===== src/rtl/arqt1_sysid_pkg.sv =====
// Shared types and constants for the system-ID checker.
// Address map of the sysid slave and default build-time expectations.
package arqt1_sysid_pkg;

    typedef enum logic [2:0] {
        ST_IDLE,
        ST_RD_ID,
        ST_RD_TS,
        ST_EVAL,
        ST_DONE
    } state_e;

    localparam logic SYSID_ADDR_ID = 1'b0;
    localparam logic SYSID_ADDR_TS = 1'b1;

    localparam logic [31:0] DEF_EXPECTED_ID = 32'h0000_0000;
    localparam logic [31:0] DEF_EXPECTED_TS = 32'd1554229495;

    function automatic logic [2:0] sat_inc3(input logic [2:0] v);
        return (v == 3'd7) ? v : v + 3'd1;
    endfunction

endpackage


===== src/rtl/arqt1_sysid_checker_timer.sv =====
// Per-word stall timer: counts waitrequest cycles and timeout retries.
// expire_o drops the read for one cycle; exhausted_o flags the last retry.
module arqt1_avm_read_timer
    import arqt1_sysid_pkg::*;
#(
    parameter int TIMEOUT_CYCLES = 16,
    parameter int MAX_RETRIES    = 2
) (
    input  logic clk_i,
    input  logic rst_i,
    input  logic clear_i,
    input  logic stall_i,
    output logic expire_o,
    output logic exhausted_o
);

    localparam int WW = $clog2(TIMEOUT_CYCLES + 1);
    localparam logic [WW-1:0] WAIT_MAX = WW'(TIMEOUT_CYCLES);

    logic [WW-1:0] wait_q, wait_d;
    logic [2:0]    retry_q, retry_d;

    assign expire_o    = (wait_q == WAIT_MAX);
    assign exhausted_o = expire_o && (retry_q >= 3'(MAX_RETRIES));

    always_comb begin
        wait_d  = wait_q;
        retry_d = retry_q;
        if (clear_i) begin
            wait_d  = '0;
            retry_d = '0;
        end else if (expire_o) begin
            wait_d  = '0;
            retry_d = sat_inc3(retry_q);
        end else if (stall_i && (wait_q != WAIT_MAX)) begin
            wait_d = wait_q + 1'b1;
        end
    end

    always_ff @(posedge clk_i) begin
        if (rst_i) begin
            wait_q  <= '0;
            retry_q <= '0;
        end else begin
            wait_q  <= wait_d;
            retry_q <= retry_d;
        end
    end

endmodule


===== config.mk =====
export PLATFORM = sky130hd
export DESIGN_NAME = arqt1_avm_read_timer
export DESIGN_NICKNAME = d
export VERILOG_FILES = /design/src/rtl/arqt1_sysid_pkg.sv /design/src/rtl/arqt1_sysid_checker_timer.sv
export SDC_FILE = /design/constraint.sdc
export NUM_CORES = 1
export LEC_CHECK = 0
export BUFFER_PORTS_ARGS = -buffer_cell sky130_fd_sc_hd__buf_2
export CAP_MARGIN = 0
export CORE_AREA = 2 2 39 41
export CTS_CLUSTER_DIAMETER = 150
export DETAILED_ROUTE_END_ITERATION = 10
export DIE_AREA = 0 0 41 43
export PLACE_DENSITY = 0.56
export RECOVER_POWER = 25
export SLEW_MARGIN = 40
export SYNTH_ARGS = -nofsm -noshare
export SYNTH_HDL_FRONTEND = slang
export SYNTH_SLANG_ARGS = --single-unit
export TNS_END_PERCENT = 10

===== constraint.sdc =====
create_clock -name clk_i -period 1.2 [get_ports clk_i]
set_clock_uncertainty 0.05 [all_clocks]
set_input_delay 0.24 -clock clk_i [delete_from_list [all_inputs] [get_ports clk_i]]
set_output_delay 0.24 -clock clk_i [all_outputs]
set_load 0.05 [all_outputs]

# After elaboration in Yosys (flattened, before gate mapping)
# Cells that the tools add are included.
# word_totals
elab_cells	14
in_bits	4
reg_bits	8
output_inout_bits	2
# classes
reduce_logical	5
add_sub_neg	2
bitwise_logic	1
eq_ne	3
n_lt_le_gt_ge	1
# ops
operator	n
adder 5 x 1 -> 5 bit, second input constant	1
== test 5 bit, second input constant	1
inequality test 5 bit, second input constant	1
adder 3 x 1 -> 3 bit, second input constant	1
== test 3 bit, second input constant	1
greater-or-equal comparator 3 x 2 -> 1 bit, second input constant	1
OR reduction 3 bit	1
logical AND 1 bit	2
AND reduction 2 bit	1
OR reduction 2 bit	1
inverter 1 bit	1

# Longest topological paths before layout
# logic_depth
word_depth	3
depth_mapped	6
mapped_depth_nobuf	5

# Least setup slack after synthesis
# Ideal clock, no wire load.
# synth_path
kind	reg2out
start	register wait_q[0]
end	output port exhausted_o
path_slack_ns	-0.501
required_ns	0.910
n_path_buf	1
stages_incl_launch_ff	6
t_arrival_ns	1.411
cell_sequence	dfxtp_1 inv_1 ha_1 nand4bb_1 buf_2 nor2_1
# synth_between
elab_chain_len	2
# synth_rtl
element	line	text
start: declaration	arqt1_sysid_checker_timer.sv:20	logic [WW-1:0] wait_q, wait_d;
start signal: assignment	arqt1_sysid_checker_timer.sv:45	wait_q <= wait_d;
== test 5 bit	arqt1_sysid_checker_timer.sv:23	assign expire_o = (wait_q == WAIT_MAX);
logical AND 1 bit	arqt1_sysid_checker_timer.sv:24	assign exhausted_o = expire_o && (retry_q >= 3'(MAX_RETRIES));
end: declaration	arqt1_sysid_checker_timer.sv:14	output logic exhausted_o
# Every way passes these cells.

# Final worst setup path
# layout_path
start	register wait_q[1]
end	output port exhausted_o
# Same word-level chain as after synthesis.

==> summary.md <==
• synthesized flop and latch total: 8
• Max-slew headroom: 69.6%
• number of filler cells placed in the layout: 147
• violations in the final reports: negative setup slack
• FMAX: 661 MHz
• setup violation total in the final timing report: 10
• first-pass GRT wire length: 1200 microns
• result of the run: finished with violations
• share of the clock period used by the worst path after layout: 126%
• CP startpoint kind: flip-flop
• number of cells produced by synthesis: 43
• startpoint of the most critical register-to-register path: wait_q[1]
• CTS tree: built
• number of inserted diodes: 0
• DP HPWL: 533 microns
• Post-Place Cell Area: 523 sq um
• Max Used Layer: met4
• number of max-slew violations in the final report: 0
• worst hold path type: primary input to flip-flop
• highest ir drop seen on vdd: 0.412 mV
• Worst R2R End: retry_q[0]
• routed via count: 337
• final-layout worst hold slack: 258 ps
• final net count: 70
• register-to-register setup slack: -210 ps
• r2r worst-path depth: 7
• Setup Slack @ Placement: -154 ps
• highest cell delay on the worst timing path: 320 ps
• list of cells traversed by the critical path: inv_2, ha_4, nand4bb_1, buf_6, nor2_4, buf_6
• GRT Residual Overflow: 0
• setup tns final: -1500 ps
• part of the Yosys area used for sequential elements: 41.2%
• commonest cells after routing, fill and taps aside: buf_4, nor2_1, dfxtp_1
• Cell Rows: 14
• Post-Route M1 WL: 324 microns
• count of input and output buffers: 5
• final instance area: 591 sq um
• Worst EP arrival: 1220 ps
• Clock transition at path regs: 50 ps
• overall routing resource usage: 10.9%
• remaining antenna violation count after routing: 0
• most common library cell in the layout ignoring fill and taps: buf_4
• CP Launch Point: wait_q[1]
• total leakage power: 0.000244 uW
• last weighted congestion value of the routability-driven placer: 0.672
• layout-stage area growth over the synthesis result: 51.8%
• total met3 wirelength after detailed routing: 31 microns
• per-cell via count in the routed design: 4.43
• number of synthesis warnings: 0
• max-cap violation count: 0
• WL final: 723 microns
• required time at the worst-slack endpoint: 910 ps
• Pwr Density: 863 mW/mm^2
• Unique masters post-synth: 16
• Initial DRC Count: 0
• share of the synthesized area in the top cell type: 41.2%
• cell type contributing the most total cell area after synthesis: dfxtp_1
• cell repeated most along the worst path: buf_6
• clock root buffer: clkbuf_4
• time the worst path needs with I/O delays and setup: 1510 ps
• total die area: 0.00176 sq mm
• CTS H-tree depth: 1
• Mapped Avg Cell Area: 9.05 sq um
• endpoint of the worst setup timing path: exhausted_o
• final count of hold timing violations: 0
• classification of the worst setup path: flip-flop to output port
• initial core utilization: 28.1%
• kind of end point of the critical path: output port
• maximum fanout count along the critical path: 3
• Slew @ Worst Pin: 455 ps
• top-level I/O count: 6
• Horiz. Die Dim: 41 microns
• overall power of the completed layout: 510 uW
• Max clock buf depth: 2
• count of clock tree sinks: 8
• Chip Height: 43 microns
• # DRC: 0
• total length of routed met2 wires: 358 microns
• CTS buffer count: 3
• slowest cell on the critical path: dfxtp_2
• largest cells by area after synthesis: dfxtp_1, ha_1, nor2_1
• wire length per cell: 9.51 microns
• total iterations of the first detailed-routing run: 1
• Clock Latency Late Sink: 250 ps
• placeable core region: 0.00138 sq mm
• layout cells sized above 1: 46.7%
• Netlist Area Pre-Place: 389 sq um
• number of nets in the synthesized netlist: 51
• min setup slack post-route: -312 ps
• maximum number of pins on one net before global-route repair: 7
• number of antenna violations at the first check in global routing: 0
• vias in the first global route: 312
• unrepaired setup endpoints after global routing: yes
metal layers:
metal	GRT usage (%)	up-vias
met5	0	-
met4	6.00	0
met3	7.85	2
met2	15.0	6
met1	11.7	147
li1	-	182
logic make-up (layout without fill, tap and decap cells):
kind of cell,Yosys count,count (layout),share of synthesized area (%)
compound gates,6,6,10.9
xor+xnor,4,4,9.00
fa+ha+maj,4,4,12.9
buf+inv,4,21,4.18
flops,8,8,41.2
mux,1,1,2.57
simple gates,16,16,19.3
synth_stat cells (all sizes together):
| cell | count |
|---|---|
| xnor2 | 1 |
| nand2 | 4 |
| inv | 3 |
| o211ai | 2 |
| a21boi | 1 |
| o21ai | 1 |
| ha | 4 |
| dfxtp | 8 |
| nand4 | 2 |
| xor2 | 3 |
| nand4bb | 1 |
| mux2i | 1 |
| nor2 | 8 |
| buf | 1 |
| or3 | 1 |
| o31ai | 2 |
worst max-delay path: cells and delay by family, from the launching register on:
kind	cells	cell delay, ps
fa+ha+maj	1	110
flops	1	320
simple gates	2	180
buf+inv	3	370
repair_timing:
item	CTS	global route
endpoints found under the setup margin	10	10
hold buffers	0	0
pin swaps	1	0
resized for setup	8	2
setup buffers	1	0
worst min path at each step:
| stage | startpoint | cells past startpoint | slack (ps) | endpoint |
|---|---|---|---|---|
| global placement | retry_q[0] | 2 | 430 | retry_q[0] |
| floorplan | stall_i | 2 | 330 | wait_q[0] |
| finish | stall_i | 3 | 260 | wait_q[0] |
| CTS | stall_i | 3 | 250 | wait_q[0] |
| detailed placement | retry_q[0] | 2 | 440 | retry_q[0] |
| global route | stall_i | 3 | 290 | wait_q[0] |
state kept, by name, indices dropped and copies added, names as in the netlist:
register and count:
retry_q 3, wait_q 5
power breakdown:
part	internal, uW	switching, uW
Sequential	268	1.38
Combinational	15.2	16.6
Clock	115	93.4
metrics by stage:
step           utilization, %  std cells
3_3_place_gp             37.8         72
5_1_grt                  42.7         76
2_1_floorplan               -         43
6_report                 42.7         76
4_1_cts                  42.0         76
3_5_place_dp             37.8         72
cell type report:
type / count / area (sq um) / share of cell area [%]
multi-input combinational: 31 / 250 / 42.4
tap: 16 / 20.0 / 3.39
sequential: 8 / 163 / 27.5
inverter: 3 / 15.0 / 2.54
timing repair buffer: 15 / 120 / 20.3
clock buffer: 3 / 22.5 / 3.81
Power figures use the tool's default switching activity.
